--- config.mk ---
export PLATFORM = sky130hd
export DESIGN_NAME = charbuf_writer
export DESIGN_NICKNAME = d
export VERILOG_FILES = /design/src/rtl/charbuf_writer_pkg.sv /design/src/rtl/charbuf_writer_text_cursor.sv /design/src/rtl/charbuf_writer.sv
export SDC_FILE = /design/constraint.sdc
export NUM_CORES = 1
export LEC_CHECK = 0
export BUFFER_PORTS_ARGS = -buffer_cell sky130_fd_sc_hd__buf_4
export CAP_MARGIN = 25
export CORE_ASPECT_RATIO = 0.75
export CORE_UTILIZATION = 55
export CTS_CLUSTER_DIAMETER = 80
export CTS_CLUSTER_SIZE = 30
export DETAILED_ROUTE_END_ITERATION = 16
export GPL_TIMING_DRIVEN = 0
export PLACE_DENSITY = 0.79
export SETUP_SLACK_MARGIN = 0.5
export SKIP_CTS_REPAIR_TIMING = 1
export SYNTH_ARGS = -nofsm -noshare
export SYNTH_HDL_FRONTEND = slang
export SYNTH_SLANG_ARGS = --single-unit
--- constraint.sdc ---
create_clock -name i_clk -period 4 [get_ports i_clk]
set_input_delay 0.8 -clock i_clk [delete_from_list [all_inputs] [get_ports i_clk]]
set_output_delay 0.8 -clock i_clk [all_outputs]
set_load 0.01 [all_outputs]
--- src/rtl/charbuf_writer_pkg.sv ---
// Shared definitions for the character-buffer write engine: geometry defaults,
// control codes, FSM/cursor encodings and buffer address/data packing.
package charbuf_writer_pkg;

  localparam int COLS_DEF = 60;
  localparam int ROWS_DEF = 17;

  localparam int XW = 6;           // physical columns 0..63
  localparam int YW = 5;           // physical rows 0..31
  localparam int AW = XW + YW;     // buffer address width
  localparam int DW = 16;          // buffer data width {attr, char}
  localparam int CW = AW + 1;      // clear counter, MSB flags "done"

  localparam logic [7:0] CHAR_BS    = 8'h08;
  localparam logic [7:0] CHAR_LF    = 8'h0A;
  localparam logic [7:0] CHAR_FF    = 8'h0C;
  localparam logic [7:0] CHAR_CR    = 8'h0D;
  localparam logic [7:0] CHAR_SPACE = 8'h20;

  typedef enum logic [1:0] {
    ST_CLR_ALL  = 2'd0,
    ST_IDLE     = 2'd1,
    ST_CLR_LINE = 2'd2
  } state_t;

  typedef enum logic [2:0] {
    CUR_HOLD = 3'd0,
    CUR_HOME = 3'd1,
    CUR_CR   = 3'd2,
    CUR_LF   = 3'd3,
    CUR_BS   = 3'd4,
    CUR_ADV  = 3'd5,
    CUR_WRAP = 3'd6
  } cur_cmd_t;

  function automatic logic [AW-1:0] pack_addr(input logic [YW-1:0] y,
                                              input logic [XW-1:0] x);
    return {y, x};
  endfunction

  function automatic logic [DW-1:0] pack_data(input logic [7:0] attr,
                                              input logic [7:0] ch);
    return {attr, ch};
  endfunction

endpackage

--- src/rtl/charbuf_writer_text_cursor.sv ---
// Cursor registers for the visible text grid: column advance, backspace,
// carriage return and row stepping with wrap from the last row to the top.
module charbuf_writer_text_cursor
  import charbuf_writer_pkg::*;
#(
  parameter int COLS = COLS_DEF,
  parameter int ROWS = ROWS_DEF
) (
  input  logic          i_clk,
  input  logic          i_rst_n,
  input  cur_cmd_t      i_cmd,
  output logic [XW-1:0] o_x,
  output logic [YW-1:0] o_y,
  output logic [YW-1:0] o_y_next,
  output logic          o_x_last,
  output logic          o_x_zero
);

  logic [XW-1:0] x_q, x_d;
  logic [YW-1:0] y_q, y_d;
  logic [YW-1:0] y_next;

  // No scrolling: the row after the last visible one is the top row.
  always_comb begin
    y_next = (y_q == YW'(ROWS - 1)) ? '0 : y_q + YW'(1);
  end

  always_comb begin
    x_d = x_q;
    y_d = y_q;
    case (i_cmd)
      CUR_HOME: begin
        x_d = '0;
        y_d = '0;
      end
      CUR_CR:   x_d = '0;
      CUR_LF:   y_d = y_next;
      CUR_BS: begin
        if (x_q != '0) x_d = x_q - XW'(1);
      end
      CUR_ADV:  x_d = x_q + XW'(1);
      CUR_WRAP: begin
        x_d = '0;
        y_d = y_next;
      end
      default: begin
        x_d = x_q;
        y_d = y_q;
      end
    endcase
  end

  always_ff @(posedge i_clk) begin
    if (!i_rst_n) begin
      x_q <= '0;
      y_q <= '0;
    end else begin
      x_q <= x_d;
      y_q <= y_d;
    end
  end

  assign o_x      = x_q;
  assign o_y      = y_q;
  assign o_y_next = y_next;
  assign o_x_last = (x_q == XW'(COLS - 1));
  assign o_x_zero = (x_q == '0);

endmodule

--- src/rtl/charbuf_writer.sv ---
// Write-side engine for the text-mode character buffer: turns a stream of
// {attr, char} into port-A writes, handling CR/LF/BS/FF and screen/line clears.
module charbuf_writer
  import charbuf_writer_pkg::*;
#(
  parameter int         COLS     = COLS_DEF,
  parameter int         ROWS     = ROWS_DEF,
  parameter logic [7:0] DEF_ATTR = 8'h07
) (
  input  logic         i_clk,
  input  logic         i_rst_n,
  input  logic         i_valid,
  output logic         o_ready,
  input  logic [7:0]   i_char,
  input  logic [7:0]   i_attr,
  output logic [10:0]  o_ada,
  output logic [15:0]  o_din,
  output logic         o_cea,
  output logic [5:0]   o_cur_x,
  output logic [4:0]   o_cur_y
);

  localparam logic [DW-1:0] BLANK = {DEF_ATTR, CHAR_SPACE};

  state_t         state_q, state_d;
  logic [CW-1:0]  cnt_q, cnt_d;
  logic           cea_q, cea_d;
  logic [AW-1:0]  ada_q, ada_d;
  logic [DW-1:0]  din_q, din_d;

  cur_cmd_t       cur_cmd;
  logic [XW-1:0]  cur_x;
  logic [YW-1:0]  cur_y;
  logic [YW-1:0]  cur_y_next;
  logic           cur_x_last;
  logic           cur_x_zero;

  charbuf_writer_text_cursor #(
    .COLS (COLS),
    .ROWS (ROWS)
  ) u_cursor (
    .i_clk    (i_clk),
    .i_rst_n  (i_rst_n),
    .i_cmd    (cur_cmd),
    .o_x      (cur_x),
    .o_y      (cur_y),
    .o_y_next (cur_y_next),
    .o_x_last (cur_x_last),
    .o_x_zero (cur_x_zero)
  );

  // Handshake: a character transfers on a rising edge where i_valid and o_ready
  // are both high; the source holds i_char/i_attr stable until that edge.
  assign o_ready = (state_q == ST_IDLE);

  always_comb begin
    state_d = state_q;
    cnt_d   = cnt_q;
    cea_d   = 1'b0;
    ada_d   = ada_q;
    din_d   = din_q;
    cur_cmd = CUR_HOLD;
    case (state_q)
      ST_CLR_ALL: begin
        // Counter MSB set means all 2048 cells have been blanked.
        if (cnt_q[AW]) begin
          state_d = ST_IDLE;
          cnt_d   = '0;
          cur_cmd = CUR_HOME;
        end else begin
          cea_d = 1'b1;
          ada_d = cnt_q[AW-1:0];
          din_d = BLANK;
          cnt_d = cnt_q + CW'(1);
        end
      end
      ST_CLR_LINE: begin
        if (cnt_q[XW]) begin
          state_d = ST_IDLE;
          cnt_d   = '0;
        end else begin
          cea_d = 1'b1;
          ada_d = pack_addr(cur_y, cnt_q[XW-1:0]);
          din_d = BLANK;
          cnt_d = cnt_q + CW'(1);
        end
      end
      ST_IDLE: begin
        if (i_valid) begin
          case (i_char)
            CHAR_CR: cur_cmd = CUR_CR;
            CHAR_LF: begin
              // Column 0 of the new row is blanked on the accept edge itself;
              // the line clear then continues from column 1.
              cur_cmd = CUR_LF;
              cea_d   = 1'b1;
              ada_d   = pack_addr(cur_y_next, '0);
              din_d   = BLANK;
              cnt_d   = CW'(1);
              state_d = ST_CLR_LINE;
            end
            CHAR_BS: begin
              if (!cur_x_zero) begin
                cur_cmd = CUR_BS;
                cea_d   = 1'b1;
                ada_d   = pack_addr(cur_y, cur_x - XW'(1));
                din_d   = BLANK;
              end
            end
            CHAR_FF: begin
              cur_cmd = CUR_HOME;
              cnt_d   = '0;
              state_d = ST_CLR_ALL;
            end
            default: begin
              cea_d = 1'b1;
              ada_d = pack_addr(cur_y, cur_x);
              din_d = pack_data(i_attr, i_char);
              if (cur_x_last) begin
                cur_cmd = CUR_WRAP;
                cnt_d   = '0;
                state_d = ST_CLR_LINE;
              end else begin
                cur_cmd = CUR_ADV;
              end
            end
          endcase
        end
      end
      default: begin
        state_d = ST_CLR_ALL;
        cnt_d   = '0;
      end
    endcase
  end

  always_ff @(posedge i_clk) begin
    if (!i_rst_n) begin
      state_q <= ST_CLR_ALL;
      cnt_q   <= '0;
      cea_q   <= 1'b0;
      ada_q   <= '0;
      din_q   <= '0;
    end else begin
      state_q <= state_d;
      cnt_q   <= cnt_d;
      cea_q   <= cea_d;
      ada_q   <= ada_d;
      din_q   <= din_d;
    end
  end

  assign o_cea   = cea_q;
  assign o_ada   = ada_q;
  assign o_din   = din_q;
  assign o_cur_x = cur_x;
  assign o_cur_y = cur_y;

endmodule

Word-level counts from Yosys, hierarchy flattened --
Cells that the tools add are included.
Cells by class: $add $sub $neg 4, equality and inequality tests 24, muxes and demuxes 40, reduce and logical (&&, ||, !) cells 14
Operators with widths (count):
- $pmux W16 S3 | 2
- $pmux W12 S3 | 2
- $pmux W11 S3 | 2
- $mux W16 | 4
- $mux W12 | 4
- $mux W11 | 4
- $eq A8 B4 Y1 const B | 4
- $pmux W6 S3 | 1
- $ne A2 B2 Y1 const B | 7
- $add A12 B1 Y12 const B | 1
- $pmux W2 S3 | 2
- $pmux W3 S4 | 1
- $mux W2 | 5
- $pmux W5 S2 | 1
- $eq A3 B3 Y1 const B | 3
- $add A6 B1 Y6 const B | 1
- $eq A3 B2 Y1 const B | 2
- $eq A6 B6 Y1 const B | 1
- $logic_not A6 Y1 | 1
- $mux W3 | 2
- $mux W6 | 1
- $pmux W3 S2 | 1
- $reduce_and A6 Y1 | 1
- $reduce_bool A3 Y1 | 2
- 21 further kinds | 27
Word-level totals: bits in registers 53, bits of input ports 19, output and inout bits 40, word-level logic and storage cells 89

Logic depth before layout (Yosys ltp) --
depth after elaboration 9, gate-level depth with buffers 14, mapped depth without buffers 13

Cells and area by module --
A second synthesis with hierarchy kept.
Second synthesis, totals: cells, all modules 426, area total of the unflattened synthesis 3278.1 sq um
Modules (own cells, without submodules):
- charbuf_writer | times used 1, cells an instance 332, area an instance 2454.9 sq um, sequential area each 840.8 sq um
- charbuf_writer_text_cursor | times used 1, cells an instance 94, area an instance 823.3 sq um, sequential area each 220.2 sq um

Worst setup path before layout --
Ideal clock, no wire load.
path kind input-to-reg, start point input port i_char[5], end point register u_cursor.x_q[5], in the netlist u_cursor.o_x[5], arrival 3.471 ns, setup slack 0.454 ns, stages 12, path buffers 1, path through or4b_4 a2111oi_4 nor3_1 a211o_2 ha_1 clkbuf_1 nor2b_1 nand3_1 nor2_1 a31oi_1 or3_1 o22ai_1
On the way: word-level cells in the longest chain between the ends 8, elaborated cells between the ends (all ways) 17, those cells by class eq/ne (10); mux (4); reduce/logical (3)
RTL lines:
- start, declared | RTL line charbuf_writer.sv:14 | input logic [7:0] i_char,
- $eq A8 B4 Y1 | RTL line charbuf_writer.sv:90 | case (i_char)
- $pmux W3 S4 (*) | RTL line charbuf_writer.sv:90
- $mux W3 (*) | RTL line charbuf_writer.sv:89 | if (i_valid) begin
- $pmux W3 S2 (*) | RTL line charbuf_writer.sv:63 | case (state_q)
- $eq A3 B2 Y1, or another cell as far along | RTL line charbuf_writer_text_cursor.sv:31 | case (i_cmd)
- $reduce_or A3 Y1 (no line)
- $reduce_bool A3 Y1 (no line)
- $reduce_and A2 Y1 (no line)
- end signal, assigned | RTL line charbuf_writer_text_cursor.sv:55 | x_q <= '0;
- end signal, assigned | RTL line charbuf_writer_text_cursor.sv:58 | x_q <= x_d;
- end, declared | RTL line charbuf_writer_text_cursor.sv:19 | logic [XW-1:0] x_q, x_d;
Mark *: on every way between the ends. The rest lies on a longest branch, timed or not. A chain may end at the register's enable or synchronous reset.

Final worst setup path --
Ends and elaborated chain as after synthesis.

==> impl_metrics.py <==
metrics = {
    "synthesis": {
        "synthesis.nets": 454,
        "synth_cells": 421,
        "synth-simple-area-share": 0.280,
        "synth_top_family_by_area": "simple AND/OR/NAND/NOR gates",
        "synth-xor-area-share": 0.00554,
        "synth_top_area_frac": 0.335,
        "synth_mux_area_frac": 0.00633,
        "yosys.area_share.adder": 0.0554,
        "synth_compound_gate_area_share": 0.260,
        "yosysWarningCount": 0,
        "async_reset_ff_frac": 0,
        "synth_ff_type": "dfxtp_1",
        "synth.area.top_cells": "dfxtp_1 34%, a21oi_1 6.5%, ha_1 5.5%",
        "ys_seq_area_frac": 0.335,
        "synth_edf_count": 0,
        "synth_seq_cells": 53,
        "synth_top_cell_by_area": "dfxtp_1",
        "synth_area_um2": 3160,
        "synth_area_per_cell_um2": 7.51,
        "synthDistinctLibCells": 52,
    },
    "sta": {
        "worst_slew_pin_slew_ns": 0.640,
        "finalCritPeriodShare": 0.843,
        "tns_ns": 0,
        "relSlewSlack": 0.570,
        "fin_ws_ns": 0.629,
        "setup_viol": 0,
        "min_period_ns": 3.37,
        "drv_slew": 0,
        "hold_viol_final": 0,
        "fin_skew_ns": 0.00498,
        "fmax_ghz": 0.297,
        "rsz0062_at_grt": "false",
    },
    "floorplan": {
        "start_util": 0.582,
        "die_h_um": 67.7,
        "core_um2": 5440,
        "rows": 23,
        "die_w_um": 89.6,
        "ios": 59,
        "dieArea_um2": 6060,
    },
    "cts": {
        "clk_path_buf_depth": 2,
        "h-tree-depth": 2,
        "clock_sinks": 53,
        "clk_latency_ns": 0.32,
        "root_buffer": "clkbuf_8",
        "cts_tree": "built",
        "clk_pin_slew_worst_paths_ns": 0.10,
        "numCtsBuffers": 5,
    },
    "power": {
        "leakage_uw": 0.00147,
        "ir_drop_mv": 0.192,
        "p_per_area_nw_per_um2": 317,
    },
    "setup_path": {
        "path_cells": "buf_4, or4b_4, a2111oi_4, nor3_1, a211o_2, ha_1, clkbuf_8, nor2b_2, nand3_2, nor2_1, a31oi_1, or3_1, o22ai_1",
        "critPathRequiredTime_ns": 4.25,
        "worst_setup_path_end_kind": "register",
        "slowest_stage": "or4b_4",
        "cpLargestDelayFamily": "simple AND/OR/NAND/NOR gates",
        "critPathMaxStageDelay_ns": 0.57,
        "path_max_fanout": 8,
        "critPathLaunchType": "input port",
        "path_buf_inv": 2,
        "crit_type": "in2reg",
        "arrival_ns": 3.62,
    },
    "detailed_routing": {
        "drc": 0,
        "routed_wl_mm": 8.74,
        "dr.pass1.iters": 5,
        "via_count": 3344,
        "ant_nets": 0,
        "drt_iter0_drc": 246,
        "wl_per_cell_um": 15.6,
        "vias_per_cell": 5.98,
    },
    "final_layout": {
        "finalNetCount": 516,
        "area_growth_pct": 20.2,
        "layout-drive-gt1-share": 0.165,
        "diodes": 0,
    },
    "grt": {
        "grt_pass1_vias": 2783,
        "antenna_found_initial": 0,
        "grt_max_degree": 19,
        "grt_pass1_wl_mm": 13.8,
        "gr-total-overflow": 0,
        "grt_use_total": 0.299,
    },
    "flow_run": {
        "cap_viol_max_count": 0,
    },
    "status": {
        "outcome": "complete, no violations",
    },
    "min_path": {
        "hp-class": "reg2reg",
    },
    "place": {
        "hpwl_mm": 6.54,
        "dp_slack_ns": 0.189,
        "io_buffers": 54,
        "routabilityCongestion": 0.876,
    },
}
placed cells by master (no fill, tap or decap), types with 3 or more instances in the layout:
master and instances:
nor3_1 14, dfxtp_1 53, nand3_1 23, or3_1 5, a31oi_1 4, and3_1 9
o21ai_1 12, clkbuf_8 6, a22oi_1 4, o31ai_1 3, a311oi_1 4, nor3b_1 4
a211oi_1 7, or3b_1 5, o22ai_1 4, and2_1 5, nor2_1 40, clkbuf_1 20
o21ai_0 21, a21oi_1 41, a32oi_1 3, inv_1 23, buf_4 55, ha_1 14
nand2_1 46, nand4_1 3, nand3b_1 3, nand2b_1 8
registers in the layout, summed over array words and instances (netlist names):
signal / flops
cnt_q: 12
u_cursor.o_x: 6
u_cursor.o_y: 5
state_q: 2
o_ada: 11
o_din: 16
o_cea: 1
synth_stat cells, drive strengths merged, types with 3 or more instances:
master / instances
a21oi: 41
nand4: 3
nor3b: 4
nand2b: 8
o22ai: 4
nor2b: 3
nor4: 3
nand3: 24
nor3: 14
a32oi: 3
or3: 5
a31oi: 5
nand2: 46
and2: 5
or3b: 5
or2: 4
a22oi: 4
nor2: 40
ha: 14
a211o: 3
a211oi: 7
clkbuf: 22
dfxtp: 53
and3: 9
a311oi: 4
nand3b: 3
o31ai: 4
o21ai: 34
inv: 24
metrics by stage:
stage          std cells  instance area, um2   util  hold WS, ns  total power [uW]
2_1_floorplan        421                3180      -        0.459               778
4_1_cts              558                3770  0.693        0.461              1200
5_1_grt              559                3800  0.699        0.479              1270
3_5_place_dp         550                3670  0.676        0.447               883
3_3_place_gp         550                3670  0.676        0.439               875
6_report             559                3800  0.699        0.463              1210
worst min-delay path: cells and delay by family, from the launching register on:
family / cells / cell delay [ns]
compound gates: 1 / 0.05
flops: 1 / 0.32
simple gates: 1 / 0.05
metal layers:
layer,vias to the layer above,global-route usage,part of all wire
met4,0,0.0774,0.011
li1,1633,-,-
met2,151,0.448,0.43
met1,1550,0.444,0.49
met5,-,0,0
met3,10,0.0440,0.076
cells by family after synthesis:
kind of cell,after synthesis
AOI/OAI and AO/OA,124
xor gates and xnor gates,2
adders and majority gates,14
buffers and inverters,48
DFF,53
muxes,2
and+or+nand+nor,178
cell type report:
class | instances | area [um2]
clock buffers | 5 | 68.8
clock inverters | 3 | 26.3
plain buffers | 24 | 101
repair buffers | 55 | 413
fillers | 457 | 1640
inverters | 24 | 90.1
well taps | 75 | 93.8
flip-flops and latches | 53 | 1060
multi-input cells | 320 | 1950
worst paths after layout:
path                   start         endpoint  slack [ns]  depth (start not counted)
min reg2reg        o_din[12]        o_din[12]        0.46                          2
max reg2reg  u_cursor.o_x[3]  u_cursor.o_x[5]        0.88                         14
min                o_din[12]        o_din[12]        0.46                          2
max                i_char[5]  u_cursor.o_x[5]        0.63                         13
power by group:
part           total (uW)  switching (uW)  internal (uW)
combinational         295             176            119
sequential            585            28.2            557
clock                 326             199            128
Note: power is estimated with default switching activity, not from simulation.
